<file path="config.mk">
export PLATFORM = sky130hd
export DESIGN_NAME = dsi_crc_engine
export DESIGN_NICKNAME = d
export VERILOG_FILES = /design/src/rtl/dsi_crc_pkg.sv /design/src/rtl/dsi_crc_step.sv /design/src/rtl/dsi_crc_engine.sv
export SDC_FILE = /design/constraint.sdc
export NUM_CORES = 1
export LEC_CHECK = 0
export ABC_CLOCK_PERIOD_IN_PS = 5250
export BUFFER_PORTS_ARGS = -buffer_cell sky130_fd_sc_hd__clkbuf_2
export CAP_MARGIN = 0
export CORE_MARGIN = 2
export CORE_UTILIZATION = 49
export DETAILED_ROUTE_END_ITERATION = 12
export HOLD_SLACK_MARGIN = 0.15
export PLACE_DENSITY_LB_ADDON = 0.15
export REMOVE_ABC_BUFFERS = 1
export SLEW_MARGIN = 10
export SYNTH_ARGS = -nofsm -noshare
export SYNTH_HDL_FRONTEND = slang
export SYNTH_SLANG_ARGS = --single-unit
</file>
<file path="constraint.sdc">
create_clock -name clk_i -period 5.25 [get_ports clk_i]
set_input_delay 1.3125 -clock clk_i [delete_from_list [all_inputs] [get_ports clk_i]]
set_output_delay 1.3125 -clock clk_i [all_outputs]
set_load 0.05 [all_outputs]
</file>
<file path="src/rtl/dsi_crc_pkg.sv">
// Shared constants and state encoding for the DSI CRC-16 engine.
package dsi_crc_pkg;

    localparam logic [15:0] CRC_INIT      = 16'hFFFF;
    localparam logic [15:0] CRC_POLY_REFL = 16'h8408;

    typedef enum logic {
        IDLE = 1'b0,
        RUN  = 1'b1
    } state_t;

endpackage

</file>
<file path="src/rtl/dsi_crc_step.sv">
// One byte of the reflected CRC-16 (0x8408); passes crc_in through when en is low.
module dsi_crc_step
    import dsi_crc_pkg::*;
(
    input  logic [15:0] crc_in,
    input  logic [7:0]  data,
    input  logic        en,
    output logic [15:0] crc_out
);

    logic [15:0] crc_work;

    // NOTE: combinational logic uses blocking '=' and assigns every output on every
    // path first, so no latch can be inferred.
    always_comb begin
        crc_work = crc_in ^ {8'h00, data};
        for (int i = 0; i < 8; i++) begin
            crc_work = crc_work[0] ? ((crc_work >> 1) ^ CRC_POLY_REFL) : (crc_work >> 1);
        end
        crc_out = en ? crc_work : crc_in;
    end

endmodule

</file>
<file path="src/rtl/dsi_crc_engine.sv">
// DSI packet checksum engine, LANES bytes per beat. Optional receive-side compare
// (rx_crc_i / crc_err_o) is enabled by defining DSI_CRC_CHECK_EN.
module dsi_crc_engine
    import dsi_crc_pkg::*;
#(
    parameter int LANES = 4
) (
    input  logic               clk_i,
    input  logic               rst_i,
    input  logic               start_i,
    input  logic               valid_i,
    input  logic [8*LANES-1:0] data_i,
    input  logic [LANES-1:0]   keep_i,
    input  logic               last_i,
    output logic [15:0]        crc_o,
    output logic               crc_valid_o,
    output logic               busy_o
`ifdef DSI_CRC_CHECK_EN
    ,
    input  logic [15:0]        rx_crc_i,
    output logic               crc_err_o
`endif
);

    state_t           state;
    logic             accepted;
    logic [15:0]      crc_seed;
    logic [15:0]      crc_next;
    logic [LANES-1:0] lane_en;

    assign accepted = valid_i && (start_i || (state == RUN));
    assign crc_seed = start_i ? CRC_INIT : crc_o;
    assign busy_o   = (state == RUN);

    // Only the unbroken run of keep bits from lane 0 upward is folded.
    always_comb begin
        logic run;
        run     = 1'b1;
        lane_en = '0;
        for (int k = 0; k < LANES; k++) begin
            run        = run & keep_i[k];
            lane_en[k] = run;
        end
    end

    for (genvar k = 0; k < LANES; k++) begin : g_lane
        logic [15:0] crc_in;
        logic [15:0] crc_out;

        if (k == 0) begin : g_first
            assign crc_in = crc_seed;
        end else begin : g_next
            assign crc_in = g_lane[k-1].crc_out;
        end

        dsi_crc_step u_step (
            .crc_in  (crc_in),
            .data    (data_i[8*k +: 8]),
            .en      (lane_en[k]),
            .crc_out (crc_out)
        );
    end

    assign crc_next = g_lane[LANES-1].crc_out;

    // NOTE: sequential state uses non-blocking '<=' so every flop samples the
    // pre-edge values, independent of statement order.
    always_ff @(posedge clk_i) begin
        if (rst_i) begin
            state       <= IDLE;
            crc_o       <= CRC_INIT;
            crc_valid_o <= 1'b0;
`ifdef DSI_CRC_CHECK_EN
            crc_err_o   <= 1'b0;
`endif
        end else begin
            crc_valid_o <= 1'b0;
`ifdef DSI_CRC_CHECK_EN
            crc_err_o   <= 1'b0;
`endif
            if (accepted) begin
                crc_o <= crc_next;
                if (last_i) begin
                    state       <= IDLE;
                    crc_valid_o <= 1'b1;
`ifdef DSI_CRC_CHECK_EN
                    crc_err_o   <= (crc_next != rx_crc_i);
`endif
                end else begin
                    state <= RUN;
                end
            end else if (start_i) begin
                crc_o <= CRC_INIT;
                state <= RUN;
            end
        end
    end

endmodule

</file>
==> results.cfg, run 1 <==
[status]
status = complete, no violations

[synth]
synth_ff_type = dfxtp_1
syn_area_mm2 = 0.00352
yosysSeqAreaShare_pct = 10.2
yosysUniqueCellTypes = 75
async_reset_ff_share_pct = 0
synth_cells = 448
ys_seq_elements = 18
synth_area_per_cell_um2 = 7.86
synth_edf_count = 0
yosys_warnings = 0

[clocking]
tritoncts = built
post_cts_buffers = 0
cts.repair.resized = 0
clk-insertion-delay-late_ns = 0.26
htreeDepth = 1
path_clk_slew_ns = 0.08
ctsHoldBuffers = 0
cts_buffers = 3
cts_buffer_depth = 2
cts_sinks = 18
root_buffer = clkbuf_8

[cells_and_area]
area_delta_synth_final_pct = 12.9
num_antenna_cells = 0
final_cells = 599
layout.nets = 545
drive_gt1_share_pct = 21.7

[critical_path]
start_kind = input port
r2r_end = crc_o[3]$_SDFF_PP1_
required_ns = 5.40
critPathKind = input port to register
crit_arrival_ns = 4.89
worstPathMaxFanout = 15
r2r_cells = 13
cp-end-kind = register
r2r_start = crc_o[4]$_SDFF_PP1_
r2r_slack_ns = 1.35

[route]
routed-via-count = 3558
viasPerCell = 5.94
remaining_drc_errors = 0
wirelength_um = 11000
wl_per_cell_um = 18.3
firstDrtPassIters = 5
first_iter_violations = 269
final_antenna_net_count = 0

[timing]
period_share_pct = 90.4
hold_viol_final = 0
finClkSkew_ns = 0.00310
slew_headroom_pct = 48.9
setup_viol = 0
drv_slew = 0
clock.fmax_ghz = 0.211
period_needed_ns = 4.75
rsz0062_at_grt = no
tns_ns = 0
tightest_slew_ns = 0.747

[min_path]
worstHoldStart = crc_o[12]$_SDFF_PP1_
hp-class = register to register
whs_path_depth = 2
hold_path_end = crc_o[12]$_SDFF_PP1_

[grt]
antenna_found_initial = 0
grt_overflow = 0
first_global_vias = 3295
grt_max_degree = 19
grt_pass1_wl_um = 17100
gr-usage-all-layers_pct = 28.2

[placed_design]
dp_cells = 595
port_buffers = 58
place_congestion = 0.942
dp_hpwl_um = 8680

[floorplanning]
core-area_mm2 = 0.00687
ios = 59
dieArea_mm2 = 0.00788
die-width_um = 88.8
initial_core_util_pct = 51.3
rows = 30
fp.dieH_um = 88.8

[power]
power_density_mw_per_mm2 = 294
p_leak_nw = 1.61
peakVddDrop_mv = 0.175

[job]
cap_violations = 0
metrics by stage:
step / total power [W] / utilization [%] / hold slack, ns / area, µm² / worst slack (ns)
after floorplan: 0.000838 / - / 0.732 / 3370 / 0.574
after global placement: 0.00103 / 57.1 / 0.544 / 3920 / 0.288
after CTS: 0.00116 / 57.9 / 0.559 / 3980 / 0.522
after global routing: 0.00124 / 57.9 / 0.582 / 3980 / 0.323
after detailed placement: 0.00104 / 57.1 / 0.545 / 3920 / 0.268
final: 0.00117 / 57.9 / 0.568 / 3980 / 0.505
logic make-up after synthesis:
logic type      synth area share [%]
compound gates                  25.0
xor+xnor                        33.8
buf+inv                         5.01
flops                           10.2
mux                             3.80
simple gates                    22.2
cell usage after synthesis, types with 6 or more instances:
cell      number  area [µm²]
nand3_1       12        60.1
a31oi_1        7        43.8
nor2_1        48         180
xnor3_1       11         248
o21ai_1        6        30.0
o21ai_0       25         125
nor3_1        15        75.1
nand2_1       37         139
xnor2_1       62         543
xor2_1        24         210
mux2i_1        8        80.1
or3_1          7        43.8
a21oi_1       16        80.1
clkbuf_1      15        56.3
a211oi_1       6        45.0
dfxtp_1       18         360
nand3b_1       8        60.1
critical path, stage by stage:
cell,delay [ns]
clkbuf_2,0.20
buf_4,0.25
nor2_1,0.24
xnor3_1,0.37
xnor2_1,0.14
a21oi_1,0.35
xnor2_1,0.24
mux2_2,0.37
o22ai_1,0.21
nor3_1,0.11
xnor2_1,0.38
xnor2_1,0.27
a221oi_1,0.37
nor2_1,0.08
flip-flops by register name, summed over array words and instances (netlist names):
name	count
crc_o	16
busy_o	1
crc_valid_o	1
how the worst max path moves through the flow:
stage,from,endpoint,depth (start not counted)
2_1_floorplan,data_i[5],crc_o[0]$_SDFF_PP1_,12
3_3_place_gp,start_i,crc_o[14]$_SDFF_PP1_,14
3_5_place_dp,start_i,crc_o[3]$_SDFF_PP1_,14
4_1_cts,start_i,crc_o[3]$_SDFF_PP1_,14
5_1_grt,start_i,crc_o[14]$_SDFF_PP1_,14
6_report,start_i,crc_o[14]$_SDFF_PP1_,14
power breakdown:
part	leakage (nW)	switching, W	internal [W]
combinational	1.43	0.000475	0.000407
sequential	0.148	0.0000219	0.000147
clock	0.0288	0.0000518	0.0000668
total	1.61	0.000549	0.000621
routing by layer:
metal  vias to the layer above  track usage [%]  routed length [µm]
met5                         -                0                   0
met4                         0             4.82                 147
met3                        14             1.40                 781
met2                       155             46.7                5000
met1                      1666             40.9                5020
li1                       1723                -                   -
layout by cell type, fill, tap and decap left out, types with 7 or more instances in the layout:
cell type	instances
nor3_1	15
xnor3_1	11
nand3_1	12
xor2_1	24
a31oi_1	7
a21oi_1	16
or3_1	7
nand3b_1	8
nor2_1	48
xnor2_1	62
clkbuf_2	58
o21ai_0	25
dfxtp_1	18
nand2_1	37
buf_4	19
mux2i_1	8
area by class of cell:
class / instances / area, µm²
multi-input combinational: 398 / 2990
sequential: 18 / 360
tap: 96 / 120
fill: 681 / 2890
timing repair buffer: 77 / 433
inverter: 6 / 22.5
clock buffer: 4 / 55.1
No activity file was read; power rests on OpenSTA's default activity.
==> inputs of run 2 (changes only) <==
--- a/config.mk
+++ b/config.mk
@@ -5,6 +5,7 @@
 export SDC_FILE = /design/constraint.sdc
 export NUM_CORES = 1
 export LEC_CHECK = 0
+export ABC_AREA = 1
 export ABC_CLOCK_PERIOD_IN_PS = 5250
 export BUFFER_PORTS_ARGS = -buffer_cell sky130_fd_sc_hd__clkbuf_2
 export CAP_MARGIN = 0
==> run 2 against run 1 <==
  * Fmax is 6.3% higher
  * Register-to-register slack gained 0.66 ns
  * First-iteration DRC count up 15%
  * Combinational power shrank 37%
  * Core utilization fell by 2.6 points
  * Clock-buffer cell count is the same
  * Final cell count up 41%
  * Synthesized area rose by 10%
  * Via count is 31% higher
  * Synthesized cell count grew 55%
  * Worst hold slack better by 0.026 ns
  * Clock skew hardly changed
  * Largest power group unchanged
==> results.cfg, run 2 <==
[grt]
grt_pass1_wl_um = 20400
gr-usage-all-layers_pct = 29.6
grt_overflow = 0
grt_max_degree = 28
antenna_found_initial = 0
first_global_vias = 4223

[route]
firstDrtPassIters = 6
wirelength_um = 12700
routed-via-count = 4671
viasPerCell = 5.53
remaining_drc_errors = 0
final_antenna_net_count = 0
first_iter_violations = 310
wl_per_cell_um = 15.0

[placed_design]
port_buffers = 58
dp_hpwl_um = 10400
post_dp_cell_area_mm2 = 0.00420
place_congestion = 1.01
dp_cells = 841

[power]
p_comb_share_pct = 66.5
p_switching_w = 0.000457
power_density_mw_per_mm2 = 197
p_sw_share_pct = 54.5
peakVddDrop_mv = 0.111
p_leak_nw = 2.36
p_clk_share_pct = 14.7
intPower_w = 0.000382
pwr-share-seq_pct = 18.7
power_w = 0.000839

[synth]
synth_top_family_by_area = simple AND/OR/NAND/NOR gates
synth-compound-area-share_pct = 9.72
synthSimpleGateAreaFrac_pct = 66.7
ys_seq_elements = 18
yosysSeqAreaShare_pct = 9.30
synthAdderAreaFrac_pct = 0
yosys_warnings = 0
ys_top_cells_by_area = nand2_1 (21%), nand3_1 (18%), nand3_2 (9.8%)
syn_area_mm2 = 0.00387
yosysUniqueCellTypes = 33
synth_ff_type = dfxtp_1
async_reset_ff_share_pct = 0
synth_cells = 693
synth_top_area_share_pct = 20.7
synth_area_per_cell_um2 = 5.59
synth_mux_area_share_pct = 0
synth_edf_count = 0
synthTopCellsByCount = nand2_1 (214), nand3_1 (138), inv_1 (82)
yosys.area_share.xor_xnor_pct = 1.32
synth.most_common_cell = nand2_1
synth_largest_area_cell = nand2_1

[critical_path]
r2r_cells = 23
r2r_start = crc_o[0]$_SDFF_PP1_
required_ns = 5.41
r2r_slack_ns = 2.01
crit_arrival_ns = 4.63
r2r_end = crc_o[10]$_SDFF_PP1_
cp-end-kind = register
critPathKind = input port to register
start_kind = input port
worstPathMaxFanout = 14

[timing]
period_needed_ns = 4.47
hold_viol_final = 0
rsz0062_at_grt = no
slew_headroom_pct = 53.4
tns_ns = 0
whs_ns = 0.594
clock.fmax_ghz = 0.224
drv_slew = 0
finClkSkew_ns = 0.00305
tightest_slew_ns = 0.699
setup_viol = 0
period_share_pct = 85.1

[clocking]
clk-insertion-delay-late_ns = 0.26
tritoncts = built
htreeDepth = 1
cts_buffer_depth = 2
root_buffer = clkbuf_8
post_cts_buffers = 0
ctsHoldBuffers = 0
cts_buffers = 3
cts.repair.resized = 0
path_clk_slew_ns = 0.08
cts_sinks = 18

[min_path]
hold_path_end = crc_valid_o$_SDFF_PP0_
whs_path_depth = 2
hp-class = register to register
worstHoldStart = busy_o$_SDFFE_PP0P_

[cells_and_area]
fin_area_mm2 = 0.00425
fillers = 848
final_cells = 845
num_antenna_cells = 0
largest_register = crc_o
drive_gt1_share_pct = 26.5
largest_reg_flops = 16
final_common_cell = nand2_1
layout.nets = 785
final_cell_mix = nand2_1 (214), nand3_1 (138), inv_1 (82)
area_delta_synth_final_pct = 9.72

[floorplanning]
rows = 32
die-width_um = 92.9
core-area_mm2 = 0.00769
initial_core_util_pct = 50.4
ios = 59
fp.dieH_um = 92.9
dieArea_mm2 = 0.00864

[job]
cap_violations = 0

[status]
status = complete, no violations
## run 2: changes by cell type in the layout (fill, tap and decap cells not counted), sizes merged, moves of 13 or more
cell	before	now
nor3	15	0
nor2	49	23
nand3	12	177
xnor2	66	2
inv	6	92
o21ai	31	44
xor2	25	3
nand2	37	280
## run 2: cells by family after synthesis
group                     Yosys count
buffers and inverters             111
DFF                                18
xor gates and xnor gates            5
and+or+nand+nor                   487
AOI/OAI and AO/OA                  72
## run 2: worst max path at each step
stage               startpoint                    to  slack [ns]  cells after the start
floorplan            keep_i[1]   crc_o[3]$_SDFF_PP1_        1.52                     19
global placement       start_i  crc_o[10]$_SDFF_PP1_        0.74                     23
detailed placement     start_i  crc_o[10]$_SDFF_PP1_        0.63                     23
CTS                    start_i  crc_o[10]$_SDFF_PP1_        0.89                     23
global route           start_i  crc_o[10]$_SDFF_PP1_        0.56                     22
finish                 start_i  crc_o[10]$_SDFF_PP1_        0.78                     23
## run 2: final cells by class
class / count / area (µm²) / share of cell area (%)
well taps: 102 / 128 / 3.00
clock buffers: 4 / 55.1 / 1.29
flip-flops and latches: 18 / 360 / 8.48
inverters: 92 / 353 / 8.30
repair buffers: 65 / 343 / 8.06
multi-input cells: 564 / 3010 / 70.9
## run 2: power by group through the flow
stage               combinational (W)  sequential (W)  clock [W]
detailed placement           0.000547        0.000160          0
global route                 0.000616        0.000159   0.000129
finish                       0.000558        0.000157   0.000124
global placement             0.000538        0.000160          0
floorplan                    0.000374        0.000192          0
CTS                          0.000550        0.000157   0.000123
## run 2: critical path, cell delays in order
cell      delay, ns
clkbuf_2       0.54
buf_4          0.31
nor2_4         0.08
inv_2          0.04
nand3_1        0.06
nand2_1        0.12
inv_2          0.05
nand2_1        0.08
nand3_2        0.08
nand3_1        0.10
nand2_2        0.08
nand2_1        0.07
nand2_2        0.07
o21ai_0        0.53
o21ai_0        0.22
nand2_2        0.14
nand3_1        0.07
nand2_1        0.12
nand3_1        0.12
nand3_1        0.08
nand3_1        0.14
nand2_1        0.14
nand2_1        0.05
## run 2: per-stage QoR
stage               setup slack, ns  util, %
floorplan                      1.52        -
global placement              0.736     54.6
detailed placement            0.632     54.6
CTS                           0.893     55.3
global route                  0.560     55.3
finish                        0.784     55.3
## run 2: metal layers
metal	wire, µm	up-vias	track usage, %
li1	-	2357	-
met1	5510	2076	40.6
met2	5670	209	48.2
met3	1150	29	3.66
met4	326	0	8.82
met5	0	-	0
